`config.mk`:
```
export PLATFORM = sky130hd
export DESIGN_NAME = local_inject_ni_flat
export DESIGN_NICKNAME = d
export VERILOG_FILES = /design/src/rtl/local_inject_ni_if.sv /design/src/rtl/local_inject_ni.sv /design/src/flat_wrapper.sv
export SDC_FILE = /design/constraint.sdc
export NUM_CORES = 1
export LEC_CHECK = 0
export ABC_AREA = 1
export CORE_MARGIN = 10
export CORE_UTILIZATION = 35
export DETAILED_ROUTE_END_ITERATION = 10
export PLACE_DENSITY = 0.62
export SETUP_SLACK_MARGIN = 0.05
export SLEW_MARGIN = 20
export SYNTH_ARGS = -nofsm -noshare
export SYNTH_HDL_FRONTEND = slang
export SYNTH_SLANG_ARGS = --single-unit
export TNS_END_PERCENT = 5
```
`constraint.sdc`:
```
create_clock -name clk -period 1.6 [get_ports clk]
set_input_delay 0.24 -clock clk [delete_from_list [all_inputs] [get_ports clk]]
set_output_delay 0.24 -clock clk [all_outputs]
set_load 0.1 [all_outputs]
```
`src/rtl/local_inject_ni_if.sv`:
```
// Core-to-router local injection bundle: packet request from the core,
// flit/valid to the router local port and the router's credit return.
interface local_inject_ni_if #(
  parameter int unsigned PAYLOAD_FLITS = 3
);
  logic                       req_valid_i;
  logic                       req_ready_o;
  logic [15:0]                req_dest_i;
  logic [16*PAYLOAD_FLITS-1:0] req_payload_i;
  logic [15:0]                noc_data_o;
  logic                       noc_valid_o;
  logic                       noc_credit_i;
  logic                       busy_o;
  logic                       credit_err_o;

  modport master (
    output req_valid_i, req_dest_i, req_payload_i, noc_credit_i,
    input  req_ready_o, noc_data_o, noc_valid_o, busy_o, credit_err_o
  );

  modport slave (
    input  req_valid_i, req_dest_i, req_payload_i, noc_credit_i,
    output req_ready_o, noc_data_o, noc_valid_o, busy_o, credit_err_o
  );
endinterface

```
`src/rtl/local_inject_ni.sv`:
```
// Local injection network interface: serialises a header plus PAYLOAD_FLITS
// payload flits into the router local port under credit-based flow control.
module local_inject_ni #(
  parameter int unsigned PAYLOAD_FLITS = 3,
  parameter int unsigned BUF_DEPTH     = 8
) (
  input logic               clk,
  input logic               reset,
  local_inject_ni_if.slave  bus
);
  localparam int unsigned CW = $clog2(BUF_DEPTH + 1);
  localparam int unsigned IW = (PAYLOAD_FLITS > 1) ? $clog2(PAYLOAD_FLITS) : 1;

  typedef enum logic [1:0] {IDLE = 2'd0, HEAD = 2'd1, BODY = 2'd2} state_t;

  state_t                        state, state_next;
  logic [CW-1:0]                 credit_cnt;
  logic [IW-1:0]                 idx;
  logic [15:0]                   dest_q;
  logic [PAYLOAD_FLITS-1:0][15:0] pay_q;
  logic [15:0]                   flit;
  logic                          send, accept, last;
  logic                          noc_valid_q;
  logic [15:0]                   noc_data_q;
  logic                          err_q;

  assign bus.req_ready_o  = reset && (state == IDLE);
  assign bus.busy_o       = reset && (state != IDLE);
  assign bus.noc_valid_o  = noc_valid_q;
  assign bus.noc_data_o   = noc_data_q;
  assign bus.credit_err_o = err_q;

  always_comb begin
    send       = (state != IDLE) && (credit_cnt != '0);
    accept     = bus.req_valid_i && bus.req_ready_o;
    last       = (idx == IW'(PAYLOAD_FLITS - 1));
    flit       = (state == HEAD) ? dest_q : pay_q[idx];
    state_next = state;
    case (state)
      IDLE:    if (accept) state_next = HEAD;
      HEAD:    if (send) state_next = BODY;
      BODY:    if (send && last) state_next = IDLE;
      default: state_next = IDLE;
    endcase
  end

  always_ff @(posedge clk) begin
    if (!reset) begin
      state       <= IDLE;
      credit_cnt  <= CW'(BUF_DEPTH);
      idx         <= '0;
      dest_q      <= '0;
      pay_q       <= '0;
      noc_valid_q <= 1'b0;
      noc_data_q  <= '0;
      err_q       <= 1'b0;
    end else begin
      state <= state_next;
      if (accept) begin
        dest_q <= bus.req_dest_i;
        pay_q  <= bus.req_payload_i;
        idx    <= '0;
      end
      noc_valid_q <= send;
      if (send) begin
        noc_data_q <= flit;
        if (state == BODY) idx <= idx + IW'(1);
      end
      // A return that coincides with a send cancels out; a return into a
      // full counter is a router protocol error and is latched.
      case ({send, bus.noc_credit_i})
        2'b10: credit_cnt <= credit_cnt - CW'(1);
        2'b01: begin
          if (credit_cnt == CW'(BUF_DEPTH)) err_q <= 1'b1;
          else credit_cnt <= credit_cnt + CW'(1);
        end
        default: ;
      endcase
    end
  end
endmodule

```
`src/flat_wrapper.sv`:
```
// flat-port wrapper written by rule: the top's interface ports become plain ports
module local_inject_ni_flat 
#(
  parameter int unsigned PAYLOAD_FLITS = 3,
  parameter int unsigned BUF_DEPTH     = 8
)
  (clk, reset, bus_req_valid_i, bus_req_dest_i, bus_req_payload_i, bus_noc_credit_i, bus_req_ready_o, bus_noc_data_o, bus_noc_valid_o, bus_busy_o, bus_credit_err_o);
  local_inject_ni_if #(.PAYLOAD_FLITS(PAYLOAD_FLITS)) bus_i ();
  input logic clk;
  input logic reset;
  input wire logic [$bits(bus_i.req_valid_i)-1:0] bus_req_valid_i;
  input wire logic [$bits(bus_i.req_dest_i)-1:0] bus_req_dest_i;
  input wire logic [$bits(bus_i.req_payload_i)-1:0] bus_req_payload_i;
  input wire logic [$bits(bus_i.noc_credit_i)-1:0] bus_noc_credit_i;
  output wire logic [$bits(bus_i.req_ready_o)-1:0] bus_req_ready_o;
  output wire logic [$bits(bus_i.noc_data_o)-1:0] bus_noc_data_o;
  output wire logic [$bits(bus_i.noc_valid_o)-1:0] bus_noc_valid_o;
  output wire logic [$bits(bus_i.busy_o)-1:0] bus_busy_o;
  output wire logic [$bits(bus_i.credit_err_o)-1:0] bus_credit_err_o;
  assign bus_i.req_valid_i = bus_req_valid_i;
  assign bus_i.req_dest_i = bus_req_dest_i;
  assign bus_i.req_payload_i = bus_req_payload_i;
  assign bus_i.noc_credit_i = bus_noc_credit_i;
  assign bus_req_ready_o = bus_i.req_ready_o;
  assign bus_noc_data_o = bus_i.noc_data_o;
  assign bus_noc_valid_o = bus_i.noc_valid_o;
  assign bus_busy_o = bus_i.busy_o;
  assign bus_credit_err_o = bus_i.credit_err_o;
  local_inject_ni #(.PAYLOAD_FLITS(PAYLOAD_FLITS), .BUF_DEPTH(BUF_DEPTH)) u_core (.clk(clk), .reset(reset), .bus(bus_i));
endmodule
```
==> flow_summary.yaml <==
run_status:
  run_status: "finished, final reports clean"
clocking:
  worstSkewPairLatency_ns: 0.36
  clk_pin_slew_ns: 0.09
  clockBufferDepth: 2
  cts_root_buffer: "clkbuf_8"
  clock_sinks: 90
  htreeDepth: 3
  cts_buffers: 9
  cts_tree: "built"
min_path:
  holdPathStages: 4
  worstHoldPathType: "in2reg"
global_routing:
  grt_pass1_wl_um: 17700
  met3_usage_pct: 4.24
  track_usage_pct: 14.5
  grt_max_degree: 86
  grt_pass1_vias: 3536
  met2_usage_pct: 21.5
  busiest_layer: "met2"
  grt_antenna_before_repair: 0
  use_met1_pct: 19.6
  grt.overflow.total: 0
die:
  die-width_um: 123
  initial_core_util_pct: 36.0
  rows: 37
  fp.coreArea_mm2: 0.0104
  die_height_um: 123
  die_area_mm2: 0.0152
  io_pins: 88
power:
  combinationalPowerShare_pct: 37.9
  power.switching_mw: 2.66
  p_leak_nw: 2.16
  clkPwrFrac_pct: 24.1
  vdd_ir_drop_max_v: 0.000676
  sequentialPowerShare_pct: 38.0
  swShare_pct: 36.7
  p_int_mw: 4.58
  power.density_mw_per_mm2: 1350
critical_path:
  r2r.worst_path.cells: 12
  endpoint_kind: "flop"
  worstSetupStartpointType: "flop"
  worst_ep_required_time_ns: 1.84
  worstSetupPathType: "reg2reg"
  cp.arrival_ns: 1.79
  critPathMaxFanout: 5
routing:
  vias_per_cell: 4.80
  drc: 0
  drt-initial-drc-count: 240
  ant_nets: 0
  avgRoutedWirePerCell_um: 14.8
  drt-total-wl_um: 10700
  vias: 3491
  first_pass_iters: 5
synthesis:
  syn_inst: 498
  synth_nets: 570
  seq_area_frac_synth_pct: 48.3
  synth.ff_latch_count: 90
  ys_types: 25
  syn_area_mm2: 0.00373
  syn_avg_cell_area_um2: 7.49
  synth_warnings: 0
run:
  cap_violations: 0
final_layout:
  drive_above_1_share_pct: 14.6
  fin_nets: 658
  final_cell_count_no_fill: 727
  syn2layout_area_growth_pct: 43.4
  fin_area_mm2: 0.00535
  n_antenna_cell: 0
  fill_cells: 1004
timing:
  timing.final.crit_share_pct: 96.7
  fmax_mhz: 646
  maxSlewHeadroom_pct: 73.1
  min_period_ns: 1.55
  hold_viol: 0
  holdWs_ns: 0.319
  maxSlewViolCount: 0
  rsz0062_at_grt: "true"
  setup_viol: 0
  clock_skew_ns: 0.00843
  tightest_slew_ns: 0.403
placement:
  dpl.hpwl_um: 7710
  globalplace.congestion: 0.799
  port_buffers: 87
  dp.cells: 708
  placed_area_mm2: 0.00504
[logic make-up after synthesis]
logic type / share of synthesized area (%)
AND/OR/NAND/NOR: 15.1
adder cells (fa/ha/maj): 1.54
flip-flops: 48.3
AO/OA/AOI/OAI: 25.1
buffers and inverters: 9.79
XOR/XNOR: 0.235
[path summary, 6_finish.rpt]
path | start | end | slack, ns
max reg2reg | u_core.credit_cnt[1]$_SDFFE_PN0P_ | u_core.credit_cnt[3]$_SDFFE_PN1P_ | 0.05
min | reset | u_core.credit_cnt[2]$_SDFFE_PN0P_ | 0.32
max | u_core.credit_cnt[1]$_SDFFE_PN0P_ | u_core.credit_cnt[3]$_SDFFE_PN1P_ | 0.05
min reg2reg | u_core.pay_q[46]$_SDFFE_PN0P_ | u_core.pay_q[46]$_SDFFE_PN0P_ | 0.45
[worst max-delay path, stage by stage (launching register included)]
cell	delay, ns
dfxtp_2	0.34
nor2_4	0.12
nand2_2	0.07
nand2_2	0.08
nand2_4	0.09
ha_4	0.30
nand2_2	0.05
nand2_1	0.05
nor2_1	0.04
nand3_1	0.08
nand3_1	0.08
nand2_1	0.06
nand3_1	0.06
[placed cells by master, fill, tap and decap left out, drive strengths merged]
cell type / n
clkbuf: 10
inv: 54
dfxtp: 90
nand3b: 1
buf: 44
fa: 1
nand4: 1
nor2: 14
clkdlybuf4s50: 66
o21a: 1
a211oi: 1
xor2: 1
a21oi: 94
nand2: 82
nand3: 31
clkinvlp: 1
or2: 1
bufinv: 2
o21ai: 90
ha: 3
clkinv: 3
[state kept, by name (all words and copies together), names as in the netlist]
| name | count |
|---|---|
| u_core.idx | 2 |
| u_core.dest_q | 16 |
| u_core.credit_cnt | 4 |
| u_core.pay_q | 48 |
| u_core.bus.noc_valid_o | 1 |
| u_core.bus.credit_err_o | 1 |
| u_core.state | 2 |
| u_core.bus.noc_data_o | 16 |
[cell type report]
cell class	count	area, um2	share of cell area, %
sequential	90	1810	33.8
multi-input combinational	321	1640	30.7
timing repair buffer	110	1300	24.3
inverter	54	205	3.83
tap	136	170	3.18
clock buffer	10	138	2.57
clock inverter	6	90.1	1.68
[cells in the mapped netlist]
cell	count	area share, %
or2_2	1	0.17
ha_1	3	1.0
dfxtp_1	90	48
o21ai_0	90	12
nand3_1	31	4.2
nand3b_1	1	0.20
nand4_1	1	0.17
fa_1	1	0.54
nand2_1	78	7.8
nand2_4	1	0.30
inv_1	52	5.2
nand2_2	3	0.50
buf_2	10	1.3
buf_6	3	0.91
nor2_4	1	0.30
buf_4	1	0.20
buf_1	4	0.40
nor2_2	2	0.34
o21a_1	1	0.20
xor2_1	1	0.23
inv_2	2	0.20
a211oi_1	1	0.20
clkbuf_1	15	1.5
nor2_1	11	1.1
a21oi_1	94	13
[power by group through the flow]
stage          logic (mW)  clock network, mW  registers (mW)
6_report             2.75               1.75            2.75
4_1_cts              2.67               1.78            2.74
5_1_grt              2.98               1.88            2.78
3_3_place_gp         2.53                  0            2.77
3_5_place_dp         2.57                  0            2.77
2_1_floorplan       0.941                  0            3.38
[routing by layer]
layer	wire length [um]	share of wire (%)
met5	0	0
met3	806	7.5
met4	154	1.4
met2	4650	43
met1	5120	48
[stage by stage]
stage / setup slack (ns) / utilization [%] / power, mW / TNS, ns
2_1_floorplan: -0.0809 / - / 4.32 / -3.35
3_3_place_gp: -0.124 / 48.6 / 5.30 / -0.158
3_5_place_dp: -0.161 / 48.6 / 5.35 / -0.223
4_1_cts: 0.0286 / 51.2 / 7.19 / 0
5_1_grt: -0.0532 / 51.6 / 7.65 / -0.0742
6_report: 0.0529 / 51.6 / 7.24 / 0
[repair_timing]
item,4_1_cts,5_1_grt
hold buffers,0,0
hold endpoints to repair,0,0
buffers inserted,2,1
endpoints found under the setup margin,2,39
resized for setup,8,10
pin swaps,11,11
Note: power is estimated with default switching activity, not from simulation.
